### config.mk
export PLATFORM = sky130hd
export DESIGN_NAME = inverse_park_pipe
export DESIGN_NICKNAME = d
export VERILOG_FILES = /design/src/rtl/motor_ctrl_pkg.sv /design/src/rtl/inverse_park_pipe_round_sat.sv /design/src/rtl/inverse_park_pipe.sv
export SDC_FILE = /design/constraint.sdc
export NUM_CORES = 2
export LEC_CHECK = 0
export BUFFER_PORTS_ARGS = -buffer_cell sky130_fd_sc_hd__buf_2
export CORE_MARGIN = 5
export CORE_UTILIZATION = 40
export DETAILED_ROUTE_END_ITERATION = 7
export PLACE_DENSITY_LB_ADDON = 0.08
export REMOVE_ABC_BUFFERS = 1
export SLEW_MARGIN = 20
export SYNTH_ARGS = -nofsm -noshare
export SYNTH_HDL_FRONTEND = slang
export SYNTH_SLANG_ARGS = --single-unit
export TNS_END_PERCENT = 20
### constraint.sdc
create_clock -name clk -period 16.35 [get_ports clk]
set_clock_uncertainty 0.15 [all_clocks]
set_input_delay 3.27 -clock clk [delete_from_list [all_inputs] [get_ports clk]]
set_output_delay 3.27 -clock clk [all_outputs]
set_load 0.005 [all_outputs]
### src/rtl/motor_ctrl_pkg.sv
// Shared widths, the pipeline stage record and rounding/saturation constants
// for the motor-control datapath blocks.
package motor_ctrl_pkg;

  localparam int unsigned IPARK_D_WIDTH = 16;
  localparam int unsigned IPARK_Q_BITS  = 14;
  localparam int unsigned IPARK_TAG_W   = 4;

  // Output-stage record; data holds {alpha, beta}.
  typedef struct packed {
    logic                       valid;
    logic [IPARK_TAG_W-1:0]     tag;
    logic [2*IPARK_D_WIDTH-1:0] data;
  } ipark_stage_t;

  function automatic longint round_bias(input int unsigned shift);
    return (shift == 0) ? 64'sd0 : (64'sd1 <<< (shift - 1));
  endfunction

  function automatic longint sat_max(input int unsigned w);
    return (64'sd1 <<< (w - 1)) - 64'sd1;
  endfunction

  function automatic longint sat_min(input int unsigned w);
    return -(64'sd1 <<< (w - 1));
  endfunction

endpackage

### src/rtl/inverse_park_pipe_round_sat.sv
// Round-half-up, arithmetic shift and narrow; clamps to the output range
// when INVERSE_PARK_PIPE_SAT_EN is defined, otherwise wraps.
module round_sat
  import motor_ctrl_pkg::*;
#(
  parameter int unsigned IN_W  = 33,
  parameter int unsigned OUT_W = 16,
  parameter int unsigned SHIFT = 14
) (
  input  logic signed [IN_W-1:0]  x,
  output logic signed [OUT_W-1:0] y,
  output logic                    sat
);

  localparam logic signed [IN_W-1:0] BIAS = IN_W'(round_bias(SHIFT));
`ifdef INVERSE_PARK_PIPE_SAT_EN
  localparam logic signed [IN_W-1:0] HI = IN_W'(sat_max(OUT_W));
  localparam logic signed [IN_W-1:0] LO = IN_W'(sat_min(OUT_W));
`endif

  logic signed [IN_W-1:0] rnd;

  always_comb begin
    rnd = (x + BIAS) >>> SHIFT;
    y   = OUT_W'(rnd);
    sat = 1'b0;
`ifdef INVERSE_PARK_PIPE_SAT_EN
    if (rnd > HI) begin
      y   = OUT_W'(HI);
      sat = 1'b1;
    end else if (rnd < LO) begin
      y   = OUT_W'(LO);
      sat = 1'b1;
    end
`endif
  end

endmodule

### src/rtl/inverse_park_pipe.sv
// Three-stage inverse Park transform (D/Q -> alpha/beta) with valid/ready flow
// control; optional output clamping via INVERSE_PARK_PIPE_SAT_EN.
module inverse_park_pipe
  import motor_ctrl_pkg::*;
#(
  parameter int unsigned D_WIDTH = IPARK_D_WIDTH,
  parameter int unsigned Q_BITS  = IPARK_Q_BITS,
  parameter int unsigned TAG_W   = IPARK_TAG_W
) (
  input  logic                      clk,
  input  logic                      rst,
  input  logic signed [D_WIDTH-1:0] D,
  input  logic signed [D_WIDTH-1:0] Q,
  input  logic signed [D_WIDTH-1:0] sin,
  input  logic signed [D_WIDTH-1:0] cos,
  input  logic [TAG_W-1:0]          in_tag,
  input  logic                      in_valid,
  output logic                      in_ready,
  output logic signed [D_WIDTH-1:0] alpha,
  output logic signed [D_WIDTH-1:0] beta,
  output logic [TAG_W-1:0]          out_tag,
  output logic                      out_valid,
  input  logic                      out_ready,
  output logic                      sat
);

  localparam int unsigned PW = 2 * D_WIDTH;
  localparam int unsigned SW = PW + 1;

  logic                      adv;
  logic                      s1_valid;
  logic [TAG_W-1:0]          s1_tag;
  logic signed [D_WIDTH-1:0] s1_d, s1_q, s1_sin, s1_cos;
  logic                      s2_valid;
  logic [TAG_W-1:0]          s2_tag;
  logic signed [PW-1:0]      p_dc, p_qs, p_ds, p_qc;
  logic signed [SW-1:0]      sum_a, sum_b;
  logic signed [D_WIDTH-1:0] nar_a, nar_b;
  logic                      sat_a, sat_b;
  ipark_stage_t              s3;
  logic                      s3_sat;

  // Whole pipe moves as one; a stalled output freezes every stage.
  assign adv      = !s3.valid || out_ready;
  assign in_ready = adv;

  always_comb begin
    sum_a = SW'(p_dc) - SW'(p_qs);
    sum_b = SW'(p_ds) + SW'(p_qc);
  end

  round_sat #(.IN_W(SW), .OUT_W(D_WIDTH), .SHIFT(Q_BITS)) u_rs_alpha (
    .x(sum_a), .y(nar_a), .sat(sat_a)
  );

  round_sat #(.IN_W(SW), .OUT_W(D_WIDTH), .SHIFT(Q_BITS)) u_rs_beta (
    .x(sum_b), .y(nar_b), .sat(sat_b)
  );

  always_ff @(posedge clk) begin
    if (rst) begin
      s1_valid <= 1'b0;
      s2_valid <= 1'b0;
      s3       <= '0;
      s3_sat   <= 1'b0;
    end else if (adv) begin
      s1_valid <= in_valid;
      s2_valid <= s1_valid;
      s3.valid <= s2_valid;
      s3.tag   <= s2_tag;
      s3.data  <= {nar_a, nar_b};
      s3_sat   <= sat_a | sat_b;
    end
  end

  always_ff @(posedge clk) begin
    if (adv) begin
      s1_tag <= in_tag;
      s1_d   <= D;
      s1_q   <= Q;
      s1_sin <= sin;
      s1_cos <= cos;
      s2_tag <= s1_tag;
      p_dc   <= PW'(s1_d) * PW'(s1_cos);
      p_qs   <= PW'(s1_q) * PW'(s1_sin);
      p_ds   <= PW'(s1_d) * PW'(s1_sin);
      p_qc   <= PW'(s1_q) * PW'(s1_cos);
    end
  end

  assign alpha     = s3.data[2*D_WIDTH-1 -: D_WIDTH];
  assign beta      = s3.data[D_WIDTH-1:0];
  assign out_tag   = s3.tag;
  assign out_valid = s3.valid;
  assign sat       = s3_sat;

endmodule

==> impl_metrics.py <==
metrics = {
    "synthesis": {
        "ys_seq_elements": 231,
        "yosys-top-cells-count": "1177 x inv_1, 992 x fa_1, 552 x nand2_1, 496 x and2_1, 426 x ha_1",
        "ys.flop_type": "edfxtp_1",
        "synth.distinct_cells": 77,
        "syn_inst": 4868,
        "synth_top_cell_by_area": "fa_1",
        "postSynth.asyncResetShare_pct": 0,
        "synth_top_area_share_pct": 41.87,
        "synth_warnings": 0,
        "netlist_top_cells_area": "fa_1 42%, edfxtp_1 12%, ha_1 11%",
        "yosysSeqAreaShare_pct": 13.80,
        "syn_area_per_cell_sq_um": 9.743,
        "syn-cell-area_sq_um": 47430,
        "synth.most_common_cell": "inv_1",
        "synth-edff-count": 192,
    },
    "clocking": {
        "clockRootBuffer": "clkbuf_16",
        "cts_buffer_depth": 3,
        "clk-insertion-delay-late_ns": 0.60,
        "post_cts_buffers": 0,
        "cts.sinks": 231,
        "tritoncts": "built",
        "hold_buffers": 0,
        "numCtsBuffers": 37,
        "cts_resized": 0,
        "htree_levels": 2,
        "clk_pin_slew_worst_paths_ns": 0.06,
    },
    "route": {
        "drt_iter0_markers": 1616,
        "wl_met1_microns": 58230,
        "drt_pass1_iterations": 5,
        "ant_nets": 0,
        "routed-wl-met3_microns": 4170,
        "route.detailed.drc": 0,
        "vias": 31508,
        "via_per_inst": 4.886,
        "wl_met2_microns": 55960,
        "wirelength_microns": 122200,
        "routed.top_layer": "met4",
        "wl_per_cell_microns": 18.95,
    },
    "floorplan": {
        "die_w_microns": 354.3,
        "boundaryPins": 111,
        "dieArea_sq_um": 125600,
        "rows": 126,
        "initial_core_util_pct": 40.22,
        "die_h_microns": 354.3,
        "core_area_sq_um": 117900,
    },
    "placement": {
        "dp_hpwl_microns": 92130,
        "port_buffers": 109,
        "gp_congestion": 0.8081,
    },
    "job": {
        "cap_violations": 0,
    },
    "setup_path": {
        "worstSetupPathType": "primary input to primary output",
        "end_kind": "primary output",
        "crit_required_ns": 12.93,
        "critPathMaxStageDelay_ns": 0.37,
        "cp-start-kind": "primary input",
        "cp.arrival_ns": 4.32,
        "path_cells": "buf_2, nor2b_4, buf_4, inv_8, buf_2",
        "r2r_slack_ns": 9.03,
        "r2r-end": "p_qc[28]",
        "r2r-start": "s1_cos[1]",
        "r2r_cells": 21,
        "cpMostUsedCell": "buf_2",
        "critPathSlowestCell": "buf_4",
        "cp_max_fo": 45,
    },
    "timing": {
        "drv_slew": 0,
        "period_needed_ns": 7.738,
        "tns_ns": 0,
        "finalHoldViolCount": 0,
        "relSlewSlack_pct": 30.03,
        "setup_violations": 0,
        "tightest_slew_ns": 1.047,
        "fin_crit_sh_pct": 47.33,
        "fmax_mhz": 129.2,
        "rsz0062_at_grt": "no",
    },
    "layout": {
        "drive_gt1_share_pct": 5.394,
        "antenna_cells_inserted": 0,
        "nets": 6375,
        "syn_to_final_growth_pct": 7.392,
    },
    "grt": {
        "antenna_found_initial": 0,
        "grt_start_max_net_pins": 59,
        "grt_pass1_vias": 34211,
        "grt_pass1_wl_microns": 199600,
        "grt_overflow": 0,
        "track_usage_pct": 20.50,
    },
    "hold_path": {
        "hold_class": "flip-flop to flip-flop",
        "hold_end": "s2_tag[1]",
        "min_from": "s1_tag[1]",
        "hold_depth": 0,
    },
    "status": {
        "outcome": "completed",
    },
}
[sequential cells by signal (all words and copies together) (netlist names), 30 cells and up]
name / flops
p_ds: 30
p_qs: 30
p_qc: 30
p_dc: 30
[how the worst max path moves through the flow]
stage | from | end | cells past startpoint
floorplan | out_ready | in_ready | 2
global placement | out_ready | in_ready | 5
detailed placement | out_ready | in_ready | 5
CTS | out_ready | in_ready | 5
global route | out_ready | in_ready | 5
finish | out_ready | in_ready | 5
[final cells by class]
type | instances | area (sq um)
Timing Repair Buffer | 181 | 1086
Tap cell | 1536 | 1922
Inverter | 1178 | 4429
Clock inverter | 18 | 191.4
Fill cell | 11712 | 66990
Clock buffer | 49 | 1042
Sequential cell | 231 | 6546
Multi-Input combinational cell | 3256 | 35720
[cells in the final DEF (no fill, tap or decap), drive strengths merged, types with 4 or more instances in the layout]
master,count
a2111oi,6
o21a,25
xnor2,140
xor2,47
nand2b,32
or3,9
o211ai,13
ha,426
a41oi,4
or2,4
clkinv,11
fa,992
a21oi,108
a22o,19
o21ai,48
a21o,56
o21bai,17
nand2,552
a211o,4
nor2,109
clkbuf,49
nor2b,14
buf,181
dfxtp,39
nand3,17
inv,1179
edfxtp,192
a31oi,5
a211oi,20
and2,496
o31ai,4
nand4,7
nor3,16
and3,13
[per-layer routing]
layer | up-vias | GRT usage, %
met3 | 107 | 1.927
met4 | 0 | 5.799
met2 | 525 | 33.31
li1 | 14580 | -
met5 | - | 0
met1 | 16296 | 29.46
[critical path: cells and delay by family]
| kind | cells | cell delay (ns) |
|---|---|---|
| buffers and inverters | 4 | 0.91 |
| and+or+nand+nor | 1 | 0.09 |
[kinds of logic after synthesis]
| group | Yosys count | synth area share [%] |
|---|---|---|
| buffers and inverters | 1381 | 10.94 |
| xor gates and xnor gates | 187 | 3.453 |
| other | 1 | 0.007907 |
| adders and majority gates | 1418 | 53.11 |
| DFF | 231 | 13.80 |
| AOI/OAI and AO/OA | 367 | 5.255 |
| and+or+nand+nor | 1281 | 13.39 |
| muxes | 2 | 0.04221 |
[through the flow]
stage | area, sq um | setup slack [ns] | util (%) | hold WS [ns] | cells
after floorplan | 46660 | 4.900 | - | 0.2503 | 4665
after global routing | 50930 | 8.548 | 43.19 | 0.2713 | 6449
final | 50930 | 8.612 | 43.19 | 0.2609 | 6449
after CTS | 50930 | 8.575 | 43.19 | 0.2619 | 6449
after global placement | 49700 | 8.584 | 42.15 | 0.2523 | 6382
after detailed placement | 49700 | 8.575 | 42.15 | 0.2562 | 6382
Power is not shown: default switching activity piles up to over one toggle a cycle in this logic, so the estimate is an artifact.
